### src/rtl/blanking_sync_generator_pkg.sv
// Shared video timing package.
// Holds the default 640x480@60 timing, the count width used by every
// column/row counter, and the sync/blank decode helpers. The blank decode
// is shared with the sync-to-blanking receiver so both sides agree on
// which positions are blanked.
package blanking_sync_generator_pkg;

  localparam int COUNT_W   = 10;
  localparam int MAX_COUNT = 1 << COUNT_W;

  localparam int DEF_TOTAL_COLS       = 800;
  localparam int DEF_TOTAL_ROWS       = 525;
  localparam int DEF_ACTIVE_COLS      = 640;
  localparam int DEF_ACTIVE_ROWS      = 480;
  localparam int DEF_SYNC_PULSE_HORZ  = 96;
  localparam int DEF_SYNC_PULSE_VERT  = 2;
  localparam int DEF_FRONT_PORCH_HORZ = 16;
  localparam int DEF_BACK_PORCH_HORZ  = 48;
  localparam int DEF_FRONT_PORCH_VERT = 10;
  localparam int DEF_BACK_PORCH_VERT  = 33;

  // Position 0 is the first cycle of the sync pulse, so blanking covers
  // sync + back porch at the start of the axis and the front porch at the end.
  function automatic logic axis_blank(input int pos, input int sync_w,
                                      input int back_w, input int front_w,
                                      input int total);
    return (pos < sync_w + back_w) || (pos > total - front_w - 1);
  endfunction

  // Active-low sync: low while the position is inside the sync pulse.
  function automatic logic axis_sync_n(input int pos, input int sync_w);
    return !(pos < sync_w);
  endfunction

endpackage

### src/rtl/blanking_sync_generator_if.sv
// Video timing bundle between the generator and its consumers.
// master: the side that drives the pixel strobe / restart and reads timing.
// slave : the generator itself.
//   i_Pix_En      pixel strobe, one position step per clock where high
//   i_Restart     abandon the frame and return to idle
//   o_nHSync      active-low horizontal sync
//   o_nVSync      active-low vertical sync
//   o_HBlank      horizontal blanking
//   o_VBlank      vertical blanking
//   o_Active      visible pixel flag
//   o_Col_Count   current column
//   o_Row_Count   current row
//   o_Line_Start  one-clock pulse when column 0 is first presented
//   o_Frame_Start one-clock pulse when (0,0) is first presented
interface blanking_sync_generator_if;
  import blanking_sync_generator_pkg::*;

  logic               i_Pix_En;
  logic               i_Restart;
  logic               o_nHSync;
  logic               o_nVSync;
  logic               o_HBlank;
  logic               o_VBlank;
  logic               o_Active;
  logic [COUNT_W-1:0] o_Col_Count;
  logic [COUNT_W-1:0] o_Row_Count;
  logic               o_Line_Start;
  logic               o_Frame_Start;

  modport master (
    output i_Pix_En, i_Restart,
    input  o_nHSync, o_nVSync, o_HBlank, o_VBlank, o_Active,
           o_Col_Count, o_Row_Count, o_Line_Start, o_Frame_Start
  );

  modport slave (
    input  i_Pix_En, i_Restart,
    output o_nHSync, o_nVSync, o_HBlank, o_VBlank, o_Active,
           o_Col_Count, o_Row_Count, o_Line_Start, o_Frame_Start
  );

endinterface

### src/rtl/sync_axis_counter.sv
// One axis of the timing generator: a wrap counter with registered
// sync and blank decode for the position it presents.
//   clk, rst_n  clock and asynchronous active-low reset
//   clear       return to reset values (count 0, sync/blank inactive/blanked)
//   load        present position 0 with its decode (start of run)
//   step        advance one position, wrapping at TOTAL-1
//   count       presented position
//   at_last     presented position is TOTAL-1 (next step wraps)
//   sync_n      registered active-low sync for the presented position
//   blank       registered blank for the presented position
//   blank_next  blank value that will be presented after the next edge
module sync_axis_counter
  import blanking_sync_generator_pkg::*;
#(
  parameter int TOTAL   = DEF_TOTAL_COLS,
  parameter int SYNC_W  = DEF_SYNC_PULSE_HORZ,
  parameter int BACK_W  = DEF_BACK_PORCH_HORZ,
  parameter int FRONT_W = DEF_FRONT_PORCH_HORZ
) (
  input  logic               clk,
  input  logic               rst_n,
  input  logic               clear,
  input  logic               load,
  input  logic               step,
  output logic [COUNT_W-1:0] count,
  output logic               at_last,
  output logic               sync_n,
  output logic               blank,
  output logic               blank_next
);

  logic [COUNT_W-1:0] count_q, count_d, pos_next;
  logic               sync_n_q, sync_n_d;
  logic               blank_q, blank_d;

  assign at_last = (int'(count_q) == TOTAL - 1);

  // The decode is taken from the position about to be presented, so the
  // registered flags always line up with the registered count.
  always_comb begin
    pos_next = at_last ? '0 : count_q + 1'b1;
    if (load) pos_next = '0;

    count_d  = count_q;
    sync_n_d = sync_n_q;
    blank_d  = blank_q;
    if (clear) begin
      count_d  = '0;
      sync_n_d = 1'b1;
      blank_d  = 1'b1;
    end else if (load || step) begin
      count_d  = pos_next;
      sync_n_d = axis_sync_n(int'(pos_next), SYNC_W);
      blank_d  = axis_blank(int'(pos_next), SYNC_W, BACK_W, FRONT_W, TOTAL);
    end
  end

  always_ff @(posedge clk or negedge rst_n) begin
    if (!rst_n) begin
      count_q  <= '0;
      sync_n_q <= 1'b1;
      blank_q  <= 1'b1;
    end else begin
      count_q  <= count_d;
      sync_n_q <= sync_n_d;
      blank_q  <= blank_d;
    end
  end

  assign count      = count_q;
  assign sync_n     = sync_n_q;
  assign blank      = blank_q;
  assign blank_next = blank_d;

endmodule

### src/rtl/blanking_sync_generator.sv
// Free-running video timing generator (transmit side of the
// sync-to-blanking receiver). Column 0 / row 0 are the first cycle of
// their sync pulse, matching the receiver's numbering.
//   i_Clk   system clock
//   i_nRst  asynchronous active-low reset
//   vid     timing bundle (slave): pixel strobe and restart in, sync,
//           blank, active, counts and line/frame start pulses out.
// All outputs are registered and describe the same presented position.
module blanking_sync_generator
  import blanking_sync_generator_pkg::*;
#(
  parameter int TOTAL_COLS       = DEF_TOTAL_COLS,
  parameter int TOTAL_ROWS       = DEF_TOTAL_ROWS,
  parameter int ACTIVE_COLS      = DEF_ACTIVE_COLS,
  parameter int ACTIVE_ROWS      = DEF_ACTIVE_ROWS,
  parameter int SYNC_PULSE_HORZ  = DEF_SYNC_PULSE_HORZ,
  parameter int SYNC_PULSE_VERT  = DEF_SYNC_PULSE_VERT,
  parameter int FRONT_PORCH_HORZ = DEF_FRONT_PORCH_HORZ,
  parameter int BACK_PORCH_HORZ  = DEF_BACK_PORCH_HORZ,
  parameter int FRONT_PORCH_VERT = DEF_FRONT_PORCH_VERT,
  parameter int BACK_PORCH_VERT  = DEF_BACK_PORCH_VERT
) (
  input logic                      i_Clk,
  input logic                      i_nRst,
  blanking_sync_generator_if.slave vid
);

  if (TOTAL_COLS > MAX_COUNT || TOTAL_ROWS > MAX_COUNT) begin : g_bad_size
    $error("blanking_sync_generator: totals exceed the 10-bit counters");
  end
  if (SYNC_PULSE_HORZ + BACK_PORCH_HORZ + ACTIVE_COLS + FRONT_PORCH_HORZ
      != TOTAL_COLS) begin : g_bad_horz
    $error("blanking_sync_generator: horizontal timing does not sum to TOTAL_COLS");
  end
  if (SYNC_PULSE_VERT + BACK_PORCH_VERT + ACTIVE_ROWS + FRONT_PORCH_VERT
      != TOTAL_ROWS) begin : g_bad_vert
    $error("blanking_sync_generator: vertical timing does not sum to TOTAL_ROWS");
  end

  localparam logic [0:0] ST_IDLE = 1'b0;
  localparam logic [0:0] ST_RUN  = 1'b1;

  logic [0:0] state_q, state_d;
  logic       start, advance, v_step;
  logic       h_last, v_last;
  logic       h_sync_n, v_sync_n, h_blank, v_blank;
  logic       h_blank_next, v_blank_next;
  logic       line_start_q, line_start_d;
  logic       frame_start_q, frame_start_d;
  logic       active_q, active_d;
  logic [COUNT_W-1:0] col_count, row_count;

  // Restart outranks the strobe, so it masks both the start and the step.
  assign start   = (state_q == ST_IDLE) && vid.i_Pix_En && !vid.i_Restart;
  assign advance = (state_q == ST_RUN)  && vid.i_Pix_En && !vid.i_Restart;
  assign v_step  = advance && h_last;

  sync_axis_counter #(
    .TOTAL   (TOTAL_COLS),
    .SYNC_W  (SYNC_PULSE_HORZ),
    .BACK_W  (BACK_PORCH_HORZ),
    .FRONT_W (FRONT_PORCH_HORZ)
  ) u_horz (
    .clk        (i_Clk),
    .rst_n      (i_nRst),
    .clear      (vid.i_Restart),
    .load       (start),
    .step       (advance),
    .count      (col_count),
    .at_last    (h_last),
    .sync_n     (h_sync_n),
    .blank      (h_blank),
    .blank_next (h_blank_next)
  );

  // The row only moves on the column wrap, so vertical sync/blank can
  // only change when the column returns to 0.
  sync_axis_counter #(
    .TOTAL   (TOTAL_ROWS),
    .SYNC_W  (SYNC_PULSE_VERT),
    .BACK_W  (BACK_PORCH_VERT),
    .FRONT_W (FRONT_PORCH_VERT)
  ) u_vert (
    .clk        (i_Clk),
    .rst_n      (i_nRst),
    .clear      (vid.i_Restart),
    .load       (start),
    .step       (v_step),
    .count      (row_count),
    .at_last    (v_last),
    .sync_n     (v_sync_n),
    .blank      (v_blank),
    .blank_next (v_blank_next)
  );

  // Pulses are computed from the same step that moves the counters, so
  // they land on the edge that first presents column 0 / (0,0).
  always_comb begin
    state_d = state_q;
    if (vid.i_Restart) state_d = ST_IDLE;
    else if (start)    state_d = ST_RUN;

    line_start_d  = start || v_step;
    frame_start_d = start || (v_step && v_last);
    active_d      = !h_blank_next && !v_blank_next;
  end

  always_ff @(posedge i_Clk or negedge i_nRst) begin
    if (!i_nRst) begin
      state_q       <= ST_IDLE;
      line_start_q  <= 1'b0;
      frame_start_q <= 1'b0;
      active_q      <= 1'b0;
    end else begin
      state_q       <= state_d;
      line_start_q  <= line_start_d;
      frame_start_q <= frame_start_d;
      active_q      <= active_d;
    end
  end

  assign vid.o_nHSync      = h_sync_n;
  assign vid.o_nVSync      = v_sync_n;
  assign vid.o_HBlank      = h_blank;
  assign vid.o_VBlank      = v_blank;
  assign vid.o_Active      = active_q;
  assign vid.o_Col_Count   = col_count;
  assign vid.o_Row_Count   = row_count;
  assign vid.o_Line_Start  = line_start_q;
  assign vid.o_Frame_Start = frame_start_q;

endmodule
### src/flat_wrapper.sv
// flat-port wrapper written by rule: the top's interface ports become plain ports
module blanking_sync_generator_flat import blanking_sync_generator_pkg::*;
#(
  parameter int TOTAL_COLS       = DEF_TOTAL_COLS,
  parameter int TOTAL_ROWS       = DEF_TOTAL_ROWS,
  parameter int ACTIVE_COLS      = DEF_ACTIVE_COLS,
  parameter int ACTIVE_ROWS      = DEF_ACTIVE_ROWS,
  parameter int SYNC_PULSE_HORZ  = DEF_SYNC_PULSE_HORZ,
  parameter int SYNC_PULSE_VERT  = DEF_SYNC_PULSE_VERT,
  parameter int FRONT_PORCH_HORZ = DEF_FRONT_PORCH_HORZ,
  parameter int BACK_PORCH_HORZ  = DEF_BACK_PORCH_HORZ,
  parameter int FRONT_PORCH_VERT = DEF_FRONT_PORCH_VERT,
  parameter int BACK_PORCH_VERT  = DEF_BACK_PORCH_VERT
)
  (i_Clk, i_nRst, vid_i_Pix_En, vid_i_Restart, vid_o_nHSync, vid_o_nVSync, vid_o_HBlank, vid_o_VBlank, vid_o_Active, vid_o_Col_Count, vid_o_Row_Count, vid_o_Line_Start, vid_o_Frame_Start);
  blanking_sync_generator_if vid_i ();
  input logic i_Clk;
  input logic i_nRst;
  input wire logic [$bits(vid_i.i_Pix_En)-1:0] vid_i_Pix_En;
  input wire logic [$bits(vid_i.i_Restart)-1:0] vid_i_Restart;
  output wire logic [$bits(vid_i.o_nHSync)-1:0] vid_o_nHSync;
  output wire logic [$bits(vid_i.o_nVSync)-1:0] vid_o_nVSync;
  output wire logic [$bits(vid_i.o_HBlank)-1:0] vid_o_HBlank;
  output wire logic [$bits(vid_i.o_VBlank)-1:0] vid_o_VBlank;
  output wire logic [$bits(vid_i.o_Active)-1:0] vid_o_Active;
  output wire logic [$bits(vid_i.o_Col_Count)-1:0] vid_o_Col_Count;
  output wire logic [$bits(vid_i.o_Row_Count)-1:0] vid_o_Row_Count;
  output wire logic [$bits(vid_i.o_Line_Start)-1:0] vid_o_Line_Start;
  output wire logic [$bits(vid_i.o_Frame_Start)-1:0] vid_o_Frame_Start;
  assign vid_i.i_Pix_En = vid_i_Pix_En;
  assign vid_i.i_Restart = vid_i_Restart;
  assign vid_o_nHSync = vid_i.o_nHSync;
  assign vid_o_nVSync = vid_i.o_nVSync;
  assign vid_o_HBlank = vid_i.o_HBlank;
  assign vid_o_VBlank = vid_i.o_VBlank;
  assign vid_o_Active = vid_i.o_Active;
  assign vid_o_Col_Count = vid_i.o_Col_Count;
  assign vid_o_Row_Count = vid_i.o_Row_Count;
  assign vid_o_Line_Start = vid_i.o_Line_Start;
  assign vid_o_Frame_Start = vid_i.o_Frame_Start;
  blanking_sync_generator #(.TOTAL_COLS(TOTAL_COLS), .TOTAL_ROWS(TOTAL_ROWS), .ACTIVE_COLS(ACTIVE_COLS), .ACTIVE_ROWS(ACTIVE_ROWS), .SYNC_PULSE_HORZ(SYNC_PULSE_HORZ), .SYNC_PULSE_VERT(SYNC_PULSE_VERT), .FRONT_PORCH_HORZ(FRONT_PORCH_HORZ), .BACK_PORCH_HORZ(BACK_PORCH_HORZ), .FRONT_PORCH_VERT(FRONT_PORCH_VERT), .BACK_PORCH_VERT(BACK_PORCH_VERT)) u_core (.i_Clk(i_Clk), .i_nRst(i_nRst), .vid(vid_i));
endmodule
### config.mk
export PLATFORM = sky130hd
export DESIGN_NAME = blanking_sync_generator_flat
export DESIGN_NICKNAME = d
export VERILOG_FILES = /design/src/rtl/blanking_sync_generator_pkg.sv /design/src/rtl/blanking_sync_generator_if.sv /design/src/rtl/sync_axis_counter.sv /design/src/rtl/blanking_sync_generator.sv /design/src/flat_wrapper.sv
export SDC_FILE = /design/constraint.sdc
export NUM_CORES = 1
export LEC_CHECK = 0
export CORE_AREA = 2 2 69 71
export DETAILED_ROUTE_END_ITERATION = 7
export DIE_AREA = 0 0 71 73
export HOLD_SLACK_MARGIN = 0.15
export MAX_ROUTING_LAYER = met4
export PLACE_DENSITY_LB_ADDON = 0.08
export SYNTH_ARGS = -nofsm -noshare
export SYNTH_HDL_FRONTEND = slang
export SYNTH_SLANG_ARGS = --single-unit
### constraint.sdc
create_clock -name i_Clk -period 3.2 [get_ports i_Clk]
set_clock_uncertainty 0.2 [all_clocks]
set_input_delay 0.96 -clock i_Clk [delete_from_list [all_inputs] [get_ports i_Clk]]
set_output_delay 0.96 -clock i_Clk [all_outputs]
set_load 0.005 [all_outputs]
Word-level counts from Yosys, hierarchy flattened
Cells that the tools add are included.

storage, ports and cells
  flip-flop bits (word level) = 28
  latch bits = 0
  bits in writable memories = 0
  ROM bits = 0
  input bits = 4
  output and inout bits = 27
  logic and storage cells = 59
  memories = 0

operators by class
  add/sub/neg operators = 2
  multipliers = 0
  div/mod/pow operators = 0
  order comparisons = 6
  eq/ne operators = 2
  shifts and indexed selects = 0
  mux-type cells = 18
  bitwise operators = 1
  reductions and logical operators = 20

operator list
  kind                                                 number
  2-to-1 mux 10 bit                                    8
  adder 10 x 1 -> 10 bit, second input constant        2
  > comparator 10 bit, second input constant           2
  == test 10 bit, second input constant                1
  == test 10 x 9 -> 1 bit, second input constant       1
  < comparator 10 x 2 -> 1 bit, second input constant  1
  < comparator 10 x 6 -> 1 bit, second input constant  1
  < comparator 10 x 7 -> 1 bit, second input constant  1
  < comparator 10 x 8 -> 1 bit, second input constant  1
  2-to-1 mux 1 bit                                     10
  logical AND 1 bit                                    7
  nonzero test 2 bit                                   3
  logical NOT 1 bit                                    5
  logical OR 1 bit                                     5
  NOT 1 bit                                            1

Longest topological paths before layout
  word-level depth = 10
  gate-level depth with buffers = 9
  mapped depth without buffers = 8

Cells and area by module
Synthesis repeated with hierarchy kept, for this count alone.

unflattened totals
  cell total of the unflattened synthesis = 205
  area total of the unflattened synthesis = 1,836.8 um2

modules (own cells, without submodules)
  module                              instances  cells an instance  area an instance (um2)  sequential area each (um2)
  sync_axis_counter at u_core.u_vert  1          98                 869.6                   302.8
  sync_axis_counter at u_core.u_horz  1          92                 813.3                   302.8
  blanking_sync_generator             1          15                 153.9                   100.1

Least setup slack after synthesis
No wires, ideal clock.

  path type = input -> register
  start = input vid_i_Pix_En
  end = register u_core.active_q, in the netlist u_core.vid.o_Active
  setup time = 0.082 ns
  data arrival time = 2.102 ns
  required time = 2.918 ns
  path slack = 0.816 ns
  cell stages on the path = 6
  path buffers = 0
  cell sequence = nor3b_4 > a31oi_1 > o211ai_1 > a2111oi_2 > a311oi_2 > a31oi_1

between the ends
  longest elaborated chain between the ends = 9
  elaborated cells between the ends (all ways) = 22
  classes of those cells = order compare (4); mux (6); reduce/logical (12)

ends and longest elaborated chain
  element                                                                     RTL line                           text
  start: declaration                                                          flat_wrapper.sv:19                 input wire logic [$bits(vid_i.i_Pix_En)-1:0] vid_i_Pix_En;
  logical AND 1 bit (2 in series)                                             blanking_sync_generator.sv:54      assign start = (state_q == ST_IDLE) && vid.i_Pix_En && !vid.i_Restart;
  2-to-1 mux 10 bit                                                           sync_axis_counter.sv:42            if (load) pos_next = '0;
  < comparator 10 x 8 -> 1 bit / > comparator 10 bit (equally long branches)  blanking_sync_generator_pkg.sv:27  return (pos < sync_w + back_w) || (pos > total - front_w - 1);
  logical OR 1 bit                                                            blanking_sync_generator_pkg.sv:27
  2-to-1 mux 1 bit *                                                          sync_axis_counter.sv:51            end else if (load || step) begin
  2-to-1 mux 1 bit *                                                          sync_axis_counter.sv:47            if (clear) begin
  named net u_core.h_blank_next                                               blanking_sync_generator.sv:47      logic h_blank_next, v_blank_next;
  logical NOT 1 bit *                                                         blanking_sync_generator.sv:105     active_d = !h_blank_next && !v_blank_next;
  logical AND 1 bit *                                                         blanking_sync_generator.sv:105
  named net u_core.active_d                                                   blanking_sync_generator.sv:50      logic active_q, active_d;
  end signal: assignment                                                      blanking_sync_generator.sv:118     active_q <= active_d;
  end: declaration                                                            blanking_sync_generator.sv:50

The timed path passes the listed nets; every way through them passes the cells marked *.
A chain may end at the register's enable or synchronous reset.

Worst setup path in the final report
  start = input vid_i_Restart
  end = register u_core.active_q, in the netlist u_core.vid.o_Active

between the ends
  longest elaborated chain between the ends = 9
  elaborated cells between the ends (all ways) = 21
  classes of those cells = order compare (4); mux (6); reduce/logical (11)

ends and longest elaborated chain
  element                                                                     RTL line                                                      text
  start: declaration                                                          flat_wrapper.sv:20                                            input wire logic [$bits(vid_i.i_Restart)-1:0] vid_i_Restart;
  logical NOT 1 bit                                                           blanking_sync_generator.sv:54, blanking_sync_generator.sv:55
  logical AND 1 bit                                                           blanking_sync_generator.sv:54
  2-to-1 mux 10 bit                                                           sync_axis_counter.sv:42
  < comparator 10 x 8 -> 1 bit / > comparator 10 bit (equally long branches)  blanking_sync_generator_pkg.sv:27
  logical OR 1 bit                                                            blanking_sync_generator_pkg.sv:27
  2-to-1 mux 1 bit                                                            sync_axis_counter.sv:51
  2-to-1 mux 1 bit *                                                          sync_axis_counter.sv:47
  named net u_core.h_blank_next                                               blanking_sync_generator.sv:47
  logical NOT 1 bit *                                                         blanking_sync_generator.sv:105
  logical AND 1 bit *                                                         blanking_sync_generator.sv:105
  named net u_core.active_d                                                   blanking_sync_generator.sv:50

Marked as above.

==> qor.yml <==
sta:
  setup_violations: 0
  finalHoldViolCount: 0
  finalMaxSlewViolations: 0
  min_period_ns: 2.79
  whs_ns: 0.390
  slew_headroom: 0.658
  rsz0062_at_grt: "no"
  fmax_ghz: 0.358
  worst_pin_slew_ns: 0.513
  setup_tns_ns: 0
  finalCritPeriodShare: 0.873
routing:
  post_drt_wl_per_cell_um: 15.8
  post-route-drc-count: 0
  drtIter0Drc: 161
  dr.pass1.iters: 4
  drtAntennaViolNets: 0
  routed_wl_um: 4980
  avgViaCountPerCell: 5.78
  route.vias.total: 1827
power:
  pwr-share-clk: 0.336
  p_leak_uw: 0.000926
  p_sw_uw: 154
  switching_share: 0.236
  combPwrFrac: 0.106
  seqPwrFrac: 0.558
  p_total_uw: 653
  p_int_uw: 499
  p_per_area_nw_per_um2: 272
  ir_drop_uv: 202
floorplan:
  ios: 31
  dieArea_um2: 5180
  die_x_um: 71
  row_count: 25
  die_h_um: 73
  core_area_um2: 4540
  start_util: 0.426
clock_tree:
  ctsResizeCount: 0
  postCtsSetupRepairBufs: 0
  root_buffer: "clkbuf_8"
  path_clk_slew_ns: 0.09
  tritoncts: "done"
  cts_made_buffers: 3
  clock_latency_ns: 0.28
  cts_hold_buf: 0
  clockBufferDepth: 2
  numClockSinks: 28
  cts-htree-levels: 1
critical_path:
  crit_arrival_ns: 2.78
  start_kind: "input pin"
  crit_fanout: 7
  cp-end-kind: "register"
  cp.required_ns: 3.19
  critPathKind: "in2reg"
global_route:
  grt_usage: 0.216
  grt_overflow: 0
  grt_max_degree: 29
  antenna_found_initial: 0
  first_global_vias: 1713
  grt_pass1_wl_um: 8740
finish:
  seqCellArea_um2: 706
  antenna_cells: 0
  area_growth_pct: 24.3
  nets: 270
  utilization: 0.529
  fillers: 430
  fin_cells: 316
  multi_input_area_um2: 1130
  drive_gt1_frac: 0.134
place:
  dpl.cell_count: 312
  port_buffers: 30
  place.gp.congestion: 0.929
  hpwl_um: 3620
synthesis:
  ys_types: 59
  synthArstFlopShare: 1.00
  synth_edf_count: 0
  avgSynthCellArea_um2: 8.50
  netlist_area_um2: 1930
  synthesis.nets: 234
  ys_dominant_reg_cell: "dfrtp_1"
  ys_ff_latch: 28
  synthCells: 227
  yosysSeqAreaShare: 0.366
  yosysWarningCount: 0
run:
  maxCapViolations: 0
hold_path:
  holdCritPathClass: "reg2reg"
run_status:
  outcome: "finished, final reports clean"
[synthesized netlist by cell type (4+ instances only)]
library cell | count | area share
nor2_1 | 25 | 0.049
dfrtp_1 | 24 | 0.31
a21oi_1 | 17 | 0.044
nand2_1 | 15 | 0.029
nand3_1 | 13 | 0.034
o21ai_0 | 10 | 0.026
inv_1 | 9 | 0.017
o21ai_1 | 9 | 0.023
a31oi_1 | 7 | 0.023
buf_2 | 6 | 0.016
and3_1 | 5 | 0.016
nor3_1 | 5 | 0.013
dfstp_2 | 4 | 0.054
nand4_1 | 4 | 0.013
nor2b_1 | 4 | 0.013
o211ai_1 | 4 | 0.016
o31ai_1 | 4 | 0.016
[cells in the final DEF (no fill, tap or decap), types with 2 or more instances in the layout]
cell type and count:
or3_1 3, nor3_1 5, a21oi_1 17, ha_1 3, dfrtp_1 24, inv_1 9
xor2_1 3, nor2_2 3, nand4_1 4, a21o_1 2, a31oi_1 7, o21ai_1 9
and3_1 5, nand3_1 13, xnor2_1 3, o31ai_1 4, nand2_1 15, or4_1 3
a311oi_2 2, nor2_1 25, nor4_1 3, o21ai_0 10, nand2b_1 2, nor2b_1 4
buf_4 11, o2111ai_1 2, clkdlybuf4s50_1 30, o211ai_1 4, clkbuf_8 4, dfstp_2 4
[registers in the layout, indices dropped and copies added (netlist names)]
name / cells
u_core.vid.o_Active: 1
u_core.vid.o_Frame_Start: 1
u_core.u_horz.count: 10
u_core.u_horz.blank: 1
u_core.state_q: 1
u_core.vid.o_Line_Start: 1
u_core.u_vert.sync_n: 1
u_core.u_vert.blank: 1
u_core.u_vert.count: 10
u_core.u_horz.sync_n: 1
[routing by layer]
layer,global-route usage,vias up,routed length [um]
met5,-,-,0
met4,0.0587,0,67
met3,0.0414,6,248
met2,0.287,59,2090
met1,0.331,833,2580
li1,-,929,-
[cells by family (layout without fill, tap and decap cells)]
logic type / after synthesis / in the layout / synth area share
buffers and inverters: 21 / 56 / 0.0492
and+or+nand+nor: 98 / 98 / 0.286
adders and majority gates: 3 / 3 / 0.0194
muxes: 1 / 1 / 0.00518
xor gates and xnor gates: 6 / 6 / 0.0272
AOI/OAI and AO/OA: 70 / 70 / 0.248
DFF: 28 / 28 / 0.366
[critical path, stage by stage]
cell             delay (ns)
clkdlybuf4s50_1        0.52
nor3b_4                0.38
inv_1                  0.10
nand2_1                0.11
nor4b_1                0.35
a311oi_2               0.18
a31oi_1                0.19
[metrics by stage]
step / setup slack, ns / cell area [um^2]
2_1_floorplan: 0.816 / 1930
3_3_place_gp: 0.114 / 2340
3_5_place_dp: 0.140 / 2340
4_1_cts: 0.424 / 2400
5_1_grt: 0.248 / 2400
6_report: 0.407 / 2400
[final timing paths]
check | startpoint | end | slack (ns) | cells past startpoint
max | vid_i_Restart | u_core.vid.o_Active$_DFF_PN0_ | 0.41 | 7
min | u_core.u_horz.sync_n$_DFFE_PN1P_ | u_core.u_horz.sync_n$_DFFE_PN1P_ | 0.39 | 2
max reg2reg | u_core.u_vert.count[0]$_DFFE_PN0P_ | u_core.u_vert.sync_n$_DFFE_PN1P_ | 0.72 | 7
max in group asynchronous | i_nRst | u_core.u_horz.sync_n$_DFFE_PN1P_ | 1.64 | 2
min reg2reg | u_core.u_horz.sync_n$_DFFE_PN1P_ | u_core.u_horz.sync_n$_DFFE_PN1P_ | 0.39 | 2
min in group asynchronous | i_nRst | u_core.u_vert.count[9]$_DFFE_PN0P_ | 0.85 | 2
[cell type report]
cell class	instances	share of cell area
multi-input cells	178	0.471
flip-flops and latches	28	0.294
repair buffers	42	0.168
well taps	54	0.0282
clock buffers	4	0.0229
inverters	10	0.0162
[power groups by stage]
stage	sequential, uW	combinational (uW)	clock, uW
6_report	365	69.4	219
5_1_grt	366	78.2	244
4_1_cts	365	69.8	231
3_5_place_dp	372	69.5	0
3_3_place_gp	371	69.7	0
2_1_floorplan	371	28.2	0
(Power assumes the default switching activity.)
